[src/rtl/mem_port_arbiter.sv]
// rtl/mem_port_arbiter.sv - single-port memory arbiter for vector, data and fetch requesters
// Fixed priority V > D > F with a fetch anti-starvation override and one-cycle read return.
module mem_port_arbiter #(
   parameter int AW         = 8,
   parameter int DW         = 8,
   parameter int STARVE_MAX = 4
) (
   input  logic          clk,
   input  logic          rstn,
   input  logic          v_req,
   input  logic [AW-1:0] v_addr,
   output logic          v_gnt,
   output logic          v_rvalid,
   input  logic          d_req,
   input  logic          d_we,
   input  logic          d_lock,
   input  logic [AW-1:0] d_addr,
   input  logic [DW-1:0] d_wdata,
   output logic          d_gnt,
   output logic          d_rvalid,
   input  logic          f_req,
   input  logic [AW-1:0] f_addr,
   output logic          f_gnt,
   output logic          f_rvalid,
   output logic [DW-1:0] rdata,
   output logic          mem_en,
   output logic          mem_we,
   output logic [AW-1:0] mem_addr,
   output logic [DW-1:0] mem_wdata,
   input  logic [DW-1:0] mem_rdata
);

   typedef enum logic [1:0] {OWN_NONE, OWN_V, OWN_D, OWN_F} owner_t;

   owner_t        rd_owner;
   owner_t        rd_owner_nxt;
   logic [3:0]    starve_cnt;
   logic [3:0]    starve_nxt;
   logic [DW-1:0] rdata_q;
   logic          f_boost;

   // Grants are held low while reset is asserted so nothing reaches the memory.
   always_comb begin : grant
      v_gnt   = 1'b0;
      d_gnt   = 1'b0;
      f_gnt   = 1'b0;
      f_boost = (starve_cnt == 4'(STARVE_MAX)) && !d_lock;
      if (rstn) begin
         if (v_req)
            v_gnt = 1'b1;
         else if (f_req && f_boost)
            f_gnt = 1'b1;
         else if (d_req)
            d_gnt = 1'b1;
         else if (f_req)
            f_gnt = 1'b1;
      end
   end

   always_comb begin : mem_mux
      mem_en    = v_gnt | d_gnt | f_gnt;
      mem_we    = d_gnt & d_we;
      mem_addr  = '0;
      mem_wdata = '0;
      if (v_gnt)
         mem_addr = v_addr;
      else if (d_gnt) begin
         mem_addr  = d_addr;
         mem_wdata = d_wdata;
      end else if (f_gnt)
         mem_addr = f_addr;
   end

   always_ff @(posedge clk or negedge rstn) begin
      if (!rstn) begin
         rd_owner   <= OWN_NONE;
         starve_cnt <= 4'd0;
         rdata_q    <= '0;
      end else begin
         rd_owner   <= rd_owner_nxt;
         starve_cnt <= starve_nxt;
         rdata_q    <= rdata;
      end
   end

   always_comb begin : next_state
      rd_owner_nxt = OWN_NONE;
      if (v_gnt)
         rd_owner_nxt = OWN_V;
      else if (d_gnt && !d_we)
         rd_owner_nxt = OWN_D;
      else if (f_gnt)
         rd_owner_nxt = OWN_F;

      starve_nxt = 4'd0;
      if (f_req && !f_gnt)
         starve_nxt = (starve_cnt == 4'(STARVE_MAX)) ? starve_cnt : starve_cnt + 4'd1;
   end

   // rdata follows the memory only while a read returns, otherwise it holds.
   always_comb begin : outputs
      v_rvalid = (rd_owner == OWN_V);
      d_rvalid = (rd_owner == OWN_D);
      f_rvalid = (rd_owner == OWN_F);
      rdata    = (rd_owner != OWN_NONE) ? mem_rdata : rdata_q;
   end

endmodule

[config.mk]
export PLATFORM = sky130hd
export DESIGN_NAME = mem_port_arbiter
export DESIGN_NICKNAME = d
export VERILOG_FILES = /design/src/rtl/mem_port_arbiter.sv
export SDC_FILE = /design/constraint.sdc
export NUM_CORES = 1
export LEC_CHECK = 0
export BUFFER_PORTS_ARGS = -buffer_cell sky130_fd_sc_hd__buf_2
export CAP_MARGIN = 20
export CORE_UTILIZATION = 35
export DETAILED_ROUTE_END_ITERATION = 10
export GPL_TIMING_DRIVEN = 0
export PLACE_DENSITY_LB_ADDON = 0.1
export SYNTH_ARGS = -nofsm -noshare
export SYNTH_HDL_FRONTEND = slang
export SYNTH_SLANG_ARGS = --single-unit
[constraint.sdc]
create_clock -name clk -period 1.8 [get_ports clk]
set_input_delay 0.09 -clock clk [delete_from_list [all_inputs] [get_ports clk]]
set_output_delay 0.09 -clock clk [all_outputs]
set_load 0.01 [all_outputs]
==> flow_summary.json, run 1 <==
{
  "yosysUniqueCellTypes": 27,
  "setup.worst_path.class": "register to output pin",
  "critPathLaunchType": "register",
  "hold_viol": 0,
  "worst-path-buf-inv": 3,
  "power_density_mw_per_mm2": 639,
  "fin_crit_sh": 1.11,
  "cts.reportedPaths.clkPinSlew_ns": 0.08,
  "hold_end": "rdata_q[5]",
  "num_antenna_cells": 0,
  "utilization": 0.612,
  "netlist_area_sq_um": 892,
  "synth_nets": 135,
  "violations": "setup timing",
  "grt.met1_usage": 0.225,
  "gr-total-overflow": 0,
  "grtUsageMet3": 0.0580,
  "status": "complete, but fails checks",
  "grt_first_pass_wirelength_microns": 3900,
  "clk-insertion-delay-late_ns": 0.28,
  "clock_sinks": 14,
  "synth_xor_area_frac": 0.00982,
  "final_cell_area_sq_mm": 0.00141,
  "clkPwrFrac": 0.247,
  "antenna_found_initial": 0,
  "drive_gt1_frac": 0.599,
  "cts-buffers-inserted": 3,
  "drcViolationCount": 0,
  "seq_area_frac_synth": 0.393,
  "vias_per_cell": 4.92,
  "grtUsageTotal": 0.190,
  "maxSlewHeadroom": 0.590,
  "use_met2": 0.338,
  "synth_area_per_cell_sq_um": 10.4,
  "p_leak_nw": 0.812,
  "ios": 79,
  "worstPathRequired_ns": 1.71,
  "maxSlewViolCount": 0,
  "max_freq_ghz": 0.500,
  "initial_core_util": 0.388,
  "synthCells": 86,
  "reg2reg_slack_ns": 0.35,
  "first_global_vias": 932,
  "slowest_delay_ns": 0.40,
  "r2r_cells": 6,
  "ys_seq_elements": 14,
  "internal_power_uw": 640,
  "busiest_layer": "met2",
  "ant_nets": 0,
  "crit_chain": "inv_2 -> ha_4 -> nand4bb_4 -> o2111a_1 -> buf_6 -> a221o_1 -> buf_2",
  "die_y_microns": 52.5,
  "power_uw": 898,
  "crit_path_end_kind": "output pin",
  "reg2reg_to": "rd_owner[0]",
  "cts_max_level": 1,
  "dp_hpwl_microns": 2030,
  "grt_max_degree": 15,
  "path_max_fanout": 10,
  "min_period_ns": 2.00,
  "post-place-ws_ns": -0.0548,
  "synth_warnings": 0,
  "synth_compound_area_frac": 0.136,
  "cp_data_arrival_time_ns": 1.91,
  "root_buffer": "clkbuf_4",
  "wire_per_inst_microns": 12.7,
  "p_comb_frac": 0.340,
  "skew_ns": 0.00222,
  "cts_tree": "yes",
  "hold_depth": 2,
  "placementRows": 17,
  "drt_iter0_markers": 9,
  "routabilityCongestion": 0.795,
  "fin_hold_ws_ns": 0.0586,
  "port_buffers": 78,
  "drt-total-wl_microns": 2540,
  "hold_path.startpoint": "mem_rdata[5]",
  "rsz0062_at_grt": "yes",
  "synth_top_family_by_area": "simple AND/OR/NAND/NOR gates",
  "critPathTopFamily": "compound AO/OA/AOI/OAI gates",
  "switchingPower_uw": 259,
  "irDropWorstVdd_v": 0.000507,
  "worst_slew_pin_slew_ns": 0.613,
  "drt_first_pass_iters": 4,
  "coreArea_sq_mm": 0.00230,
  "die_w_microns": 52.5,
  "dieArea_sq_mm": 0.00275,
  "place_area_sq_mm": 0.00132,
  "swShare": 0.288,
  "sequentialPowerShare": 0.414,
  "final_cell_mix": "buf_2, dfrtp_1, and2_1",
  "synthAdderAreaFrac": 0.0281,
  "clk_path_buf_depth": 2,
  "final_common_cell": "buf_2",
  "synthMuxAreaShare": 0.123,
  "setup_viol": 18,
  "cap_viol_max_count": 0,
  "finalNetCount": 222,
  "area_growth_pct": 57.5,
  "hp-class": "input port to register",
  "rr_startpoint": "starve_cnt[1]",
  "cp_slowest_cell": "dfrtp_1",
  "synth-simple-area-share": 0.254,
  "setup_ws_ns": -0.199,
  "vias": 984
}
power groups by stage:
stage	clock, mW	combinational (mW)	sequential [mW]
after floorplan	0	0.153	0.373
after global placement	0	0.269	0.375
after detailed placement	0	0.277	0.380
after CTS	0.231	0.306	0.371
after global routing	0.245	0.339	0.376
final	0.222	0.305	0.372
cells in the mapped netlist (all sizes together):
library cell,count,share of area
dfrtp,14,0.39
and2,11,0.077
a221o,8,0.090
and3,8,0.056
mux2,8,0.10
inv,6,0.025
clkbuf,3,0.013
nor2,3,0.013
nor3,3,0.017
a21oi,2,0.011
buf,2,0.018
ha,2,0.028
mux2i,2,0.022
nor2b,2,0.014
a211oi,1,0.014
a21o,1,0.0084
nand2,1,0.0042
nand2b,1,0.0070
nand3,1,0.0056
nand3b,1,0.0084
nand4bb,1,0.031
nor4,1,0.0070
o2111a,1,0.013
or2,1,0.0070
or3,1,0.0070
xnor2,1,0.0098
flip-flops by register name, indices dropped and copies added (netlist names):
name / count
rd_owner: 2
rdata_q: 8
starve_cnt: 4
cell families after synthesis:
| group | Yosys count |
|---|---|
| buffers and inverters | 11 |
| and+or+nand+nor | 35 |
| muxes | 10 |
| DFF | 14 |
| AOI/OAI and AO/OA | 13 |
| adders and majority gates | 2 |
| xor gates and xnor gates | 1 |
what timing repair did:
action	CTS	global route
endpoints found under the hold margin	14	0
pin swaps	2	1
resized for setup	6	3
hold buffers	1	0
endpoints found under the setup margin	28	20
setup buffers	3	0
worst max path at each step:
stage / start / endpoint / slack, ns / cells past startpoint
floorplan: starve_cnt[0] / mem_en / 0.12 / 6
global placement: starve_cnt[0] / mem_en / -0.04 / 7
detailed placement: starve_cnt[0] / mem_addr[7] / -0.05 / 7
CTS: starve_cnt[1] / mem_addr[7] / -0.22 / 7
global route: starve_cnt[1] / mem_addr[1] / -0.29 / 7
finish: starve_cnt[1] / mem_addr[1] / -0.20 / 7
metal layers:
metal / vias to the layer above / wire length, microns
li1: 482 / -
met5: - / 0
met1: 458 / 1010
met4: 0 / 0
met2: 44 / 1330
met3: 0 / 195
stage by stage:
stage / setup TNS (ns) / instances
finish: -1.87 / 200
global route: -3.62 / 200
CTS: -2.83 / 200
detailed placement: -0.391 / 192
global placement: -0.266 / 192
floorplan: 0 / 86
layout make-up:
| cell class | instances | area [sq um] |
|---|---|---|
| fill | 220 | 892 |
| multi-input combinational | 61 | 507 |
| timing repair buffer | 82 | 423 |
| sequential | 14 | 350 |
| clock buffer | 4 | 36.3 |
| tap | 28 | 35.0 |
| buffer | 5 | 31.3 |
| inverter | 6 | 22.5 |
No activity file was read; power rests on OpenSTA's default activity.
==> run 2: changes to the inputs <==
==> constraint.sdc (replaced) <==
create_clock -name clk -period 1.8 [get_ports clk]
set_input_delay 0.54 -clock clk [delete_from_list [all_inputs] [get_ports clk]]
set_output_delay 0.54 -clock clk [all_outputs]
set_load 0.01 [all_outputs]
==> flow_summary.json, run 2 (synthesis results as in run 1) <==
{
  "cts_tree": "yes",
  "maxSlewHeadroom": 0.760,
  "die_w_microns": 52.5,
  "drt_first_pass_iters": 4,
  "path_max_fanout": 5,
  "drive_gt1_frac": 0.665,
  "wire_per_inst_microns": 12.6,
  "num_antenna_cells": 0,
  "root_buffer": "clkbuf_4",
  "swShare": 0.273,
  "gr-total-overflow": 0,
  "fin_crit_sh": 1.35,
  "internal_power_uw": 738,
  "rsz0062_at_grt": "yes",
  "coreArea_sq_mm": 0.00230,
  "nFillCells": 172,
  "drcViolationCount": 0,
  "top_register": "rdata_q",
  "crit_path_end_kind": "output pin",
  "placementRows": 17,
  "vias": 1028,
  "critPathLaunchType": "register",
  "utilization": 0.723,
  "initial_core_util": 0.388,
  "setup_viol": 28,
  "maxSlewViolCount": 0,
  "violations": "setup timing",
  "finalNetCount": 235,
  "port_buffers": 78,
  "worst_slew_pin_slew_ns": 0.359,
  "final_common_cell": "buf_2",
  "hold_viol": 0,
  "dp_cells": 192,
  "dieArea_sq_mm": 0.00275,
  "clock_sinks": 14,
  "drt-total-wl_microns": 2690,
  "rr_startpoint": "starve_cnt[1]",
  "cap_viol_max_count": 0,
  "reg2reg_slack_ns": 0.13,
  "ios": 79,
  "cts-buffers-inserted": 3,
  "cts_max_level": 1,
  "multi_input_area_sq_um": 561,
  "sequentialPowerShare": 0.367,
  "grt_max_degree": 17,
  "status": "complete, but fails checks",
  "final_cell_mix": "buf_2, buf_6, buf_4, dfrtp_1, and2_1",
  "clk-insertion-delay-late_ns": 0.27,
  "cts.reportedPaths.clkPinSlew_ns": 0.08,
  "cp_data_arrival_time_ns": 1.89,
  "p_comb_frac": 0.422,
  "antenna_found_initial": 0,
  "power_density_mw_per_mm2": 611,
  "p_leak_nw": 0.958,
  "irDropWorstVdd_v": 0.000515,
  "max_freq_ghz": 0.411,
  "ant_nets": 0,
  "area_growth_pct": 86.3,
  "min_period_ns": 2.43,
  "grt_first_pass_wirelength_microns": 3880,
  "drt_iter0_markers": 8,
  "clk_path_buf_depth": 2,
  "post-place-ws_ns": -0.659,
  "largest_reg_flops": 8,
  "setup_ws_ns": -0.632,
  "cts_hold_buf": 0,
  "final_cells": 213,
  "routabilityCongestion": 0.726,
  "reg2reg_to": "rd_owner[0]",
  "switchingPower_uw": 277,
  "fin_hold_ws_ns": 0.0709,
  "dp_hpwl_microns": 1900,
  "die_y_microns": 52.5,
  "first_global_vias": 918,
  "grtUsageTotal": 0.191,
  "setup.worst_path.class": "register to output pin",
  "vias_per_cell": 4.83,
  "power_mw": 1.02,
  "worstPathRequired_ns": 1.26,
  "reg_top3": "rdata_q: 8 flops, starve_cnt: 4 flops, rd_owner: 2 flops",
  "clkPwrFrac": 0.210,
  "regArea_sq_um": 350,
  "hp-class": "input port to asynchronous set/reset pin",
  "r2r_cells": 9,
  "skew_ns": 0.00582
}
[run 2: what timing repair did]
| action | 4_1_cts | 5_1_grt |
|---|---|---|
| buffers inserted | 16 | 1 |
| setup endpoints to repair | 29 | 29 |
| endpoints found under the hold margin | 0 | 0 |
| pin swaps | 4 | 3 |
| gates resized for setup | 30 | 9 |
| gates cloned | 1 | 1 |
[run 2: area by class of cell]
class / instances / share of cell area
multi-input combinational: 61 / 0.337
sequential: 14 / 0.211
timing repair buffer: 96 / 0.374
inverter: 6 / 0.0136
clock buffer: 4 / 0.0218
tap: 28 / 0.0211
buffer: 4 / 0.0211
[run 2: per-stage QoR]
stage	cell area, sq um	setup TNS (ns)
2_1_floorplan	918	-3.16
3_3_place_gp	1340	-13.34
3_5_place_dp	1340	-14.37
4_1_cts	1640	-11.98
5_1_grt	1660	-13.84
6_report	1660	-11.61
[run 2: worst max path at each step]
stage	from	end	slack (ns)	cells after the start
after floorplan	d_lock	mem_en	-0.26	4
after global placement	rstn	mem_wdata[0]	-0.63	6
after detailed placement	rstn	mem_wdata[0]	-0.66	6
after CTS	starve_cnt[0]	mem_en	-0.68	7
after global routing	starve_cnt[1]	mem_en	-0.71	7
final	starve_cnt[1]	mem_en	-0.63	7
[run 2: worst max-delay path, stage by stage, from the launching register on]
cell,delay (ns)
dfrtp_1,0.40
inv_2,0.07
ha_4,0.15
nand4bb_4,0.11
o2111a_2,0.30
buf_6,0.13
or3_4,0.33
buf_6,0.13
[run 2: layer usage]
layer	vias up	track usage	part of all wire
li1	509	-	-
met1	473	0.212	0.40
met2	44	0.359	0.54
met3	2	0.0406	0.053
met4	0	0.0570	0.0082
met5	-	0	0
[run 2: power groups by stage]
stage	logic (mW)	clock network, mW	registers (mW)
floorplan	0.164	0	0.373
detailed placement	0.289	0	0.379
global route	0.464	0.245	0.377
CTS	0.423	0.224	0.373
global placement	0.281	0	0.375
finish	0.429	0.213	0.373
==> run 3: changes to the inputs <==
--- a/config.mk
+++ b/config.mk
@@ -11,6 +11,7 @@
 export DETAILED_ROUTE_END_ITERATION = 10
 export GPL_TIMING_DRIVEN = 0
 export PLACE_DENSITY_LB_ADDON = 0.1
+export SETUP_SLACK_MARGIN = 0.4
 export SYNTH_ARGS = -nofsm -noshare
 export SYNTH_HDL_FRONTEND = slang
 export SYNTH_SLANG_ARGS = --single-unit
==> flow_summary.json, run 3 (synthesis results as in run 1) <==
{
  "irDropWorstVdd_v": 0.000474,
  "worst_slew_pin_slew_ns": 0.351,
  "clkPwrFrac": 0.207,
  "min_period_ns": 2.43,
  "cp_data_arrival_time_ns": 1.89,
  "placementRows": 17,
  "violations": "setup timing",
  "max_freq_ghz": 0.412,
  "final_cell_mix": "buf_2, buf_6, buf_4, dfrtp_1",
  "area_growth_pct": 104,
  "worst-path-buf-inv": 3,
  "path_depth": 7,
  "rr_startpoint": "starve_cnt[1]",
  "drt-total-wl_microns": 2890,
  "vias_per_cell": 4.81,
  "maxSlewViolCount": 0,
  "rsz0062_at_grt": "yes",
  "fin_hold_ws_ns": 0.182,
  "power_density_mw_per_mm2": 592,
  "final_common_cell": "buf_2",
  "vias": 1072,
  "cts-buffers-inserted": 3,
  "grt_max_degree": 15,
  "wire_per_inst_microns": 12.9,
  "finalNetCount": 245,
  "cts.reportedPaths.clkPinSlew_ns": 0.09,
  "drt_iter0_markers": 8,
  "nFillCells": 160,
  "dieArea_sq_mm": 0.00275,
  "critPathTopFamily": "compound AO/OA/AOI/OAI gates",
  "hold_viol": 0,
  "reg2reg_to": "rd_owner[1]",
  "drive_gt1_frac": 0.692,
  "setup.worst_path.class": "register to output pin",
  "routabilityCongestion": 0.695,
  "setup_viol": 28,
  "drt_first_pass_iters": 4,
  "fin_crit_sh": 1.35,
  "num_antenna_cells": 0,
  "drcViolationCount": 0,
  "crit_chain": "inv_2 -> ha_4 -> nand4bb_4 -> o2111a_2 -> buf_6 -> a221o_1 -> buf_2",
  "final_cell_area_sq_mm": 0.00182,
  "crit_path_end_kind": "output pin",
  "cts_tree": "yes",
  "clk_path_buf_depth": 2,
  "cap_viol_max_count": 0,
  "status": "complete, but fails checks",
  "p_comb_frac": 0.446,
  "top_register": "rdata_q",
  "grtUsageTotal": 0.213,
  "skew_ns": 0.00718,
  "internal_power_uw": 780,
  "slowest_delay_ns": 0.40,
  "initial_core_util": 0.388,
  "ios": 79,
  "cts_max_level": 1,
  "root_buffer": "clkbuf_4",
  "post-place-ws_ns": -0.588,
  "die_w_microns": 52.5,
  "first_global_vias": 1084,
  "dp_hpwl_microns": 1900,
  "coreArea_sq_mm": 0.00230,
  "p_leak_nw": 1.03,
  "reg2reg_slack_ns": 0.22,
  "grt_first_pass_wirelength_microns": 4380,
  "die_y_microns": 52.5,
  "switchingPower_uw": 297,
  "gr-total-overflow": 0,
  "worstPathRequired_ns": 1.26,
  "tns_ns": -13.02,
  "maxSlewHeadroom": 0.766,
  "swShare": 0.276,
  "path_max_fanout": 5,
  "reg_top3": "rdata_q: 8 flops, starve_cnt: 4 flops, rd_owner: 2 flops",
  "setup_ws_ns": -0.628,
  "ant_nets": 0,
  "r2r_cells": 8,
  "sequentialPowerShare": 0.347,
  "port_buffers": 78,
  "antenna_found_initial": 0,
  "critPathLaunchType": "register",
  "place_area_sq_mm": 0.00139,
  "clk-insertion-delay-late_ns": 0.28,
  "cp_slowest_cell": "dfrtp_1",
  "largest_reg_flops": 8,
  "clock_sinks": 14,
  "hp-class": "input port to asynchronous set/reset pin"
}
## run 3: cell count changes in the layout (fill, tap and decap cells not counted), sizes merged
cell	before	now
clkbuf	5	6
buf	99	108
## run 3: worst register-to-register path, stage by stage, from the launching register on
cell and delay (ns):
dfrtp_1 0.40, inv_2 0.07, ha_4 0.15, nand4bb_4 0.11, buf_4 0.16, a211oi_4 0.28, buf_6 0.16, buf_4 0.11
a21o_1 0.08
## run 3: worst max path at each step
stage	endpoint	slack (ns)	start
finish	mem_addr[2]	-0.63	starve_cnt[1]
global route	mem_addr[7]	-0.70	starve_cnt[1]
CTS	mem_en	-0.67	starve_cnt[0]
detailed placement	mem_addr[2]	-0.59	rstn
global placement	mem_en	-0.55	rstn
floorplan	mem_en	-0.26	d_lock
## run 3: layer usage
layer  vias to the layer above  GRT usage  wire [microns]  share of wire
li1                        526          -               -              -
met1                       484      0.235            1130           0.39
met2                        58      0.422            1510           0.52
met3                         4     0.0116             203          0.070
met4                         0     0.0658              43          0.015
met5                         -          0               0              0
## run 3: timing repair
item / CTS / global route
pin swaps: 6 / 7
hold buffers: 0 / 0
buffers inserted: 21 / 3
endpoints found under the setup margin: 34 / 38
resized for setup: 31 / 9
gates cloned: 3 / 0
## run 3: cell type report
type / instances / area (sq um) / area share
buffer: 5 / 66.3 / 0.0365
clock buffer: 4 / 36.3 / 0.0199
inverter: 6 / 22.5 / 0.0124
multi-input combinational: 61 / 566 / 0.311
sequential: 14 / 350 / 0.193
tap: 28 / 35.0 / 0.0193
timing repair buffer: 105 / 743 / 0.409
## run 3: stage by stage
stage / utilization / total power [mW] / instances
after global placement: 0.605 / 0.685 / 192
after floorplan: - / 0.565 / 86
final: 0.792 / 1.08 / 223
after CTS: 0.769 / 1.06 / 220
after detailed placement: 0.605 / 0.699 / 192
after global routing: 0.792 / 1.14 / 223
## run 3: power by group through the flow
| stage | combinational (mW) | sequential [mW] | clock [mW] |
|---|---|---|---|
| after global placement | 0.306 | 0.379 | 0 |
| final | 0.480 | 0.373 | 0.223 |
| after global routing | 0.518 | 0.377 | 0.241 |
| after CTS | 0.457 | 0.373 | 0.224 |
| after detailed placement | 0.316 | 0.382 | 0 |
| after floorplan | 0.189 | 0.376 | 0 |
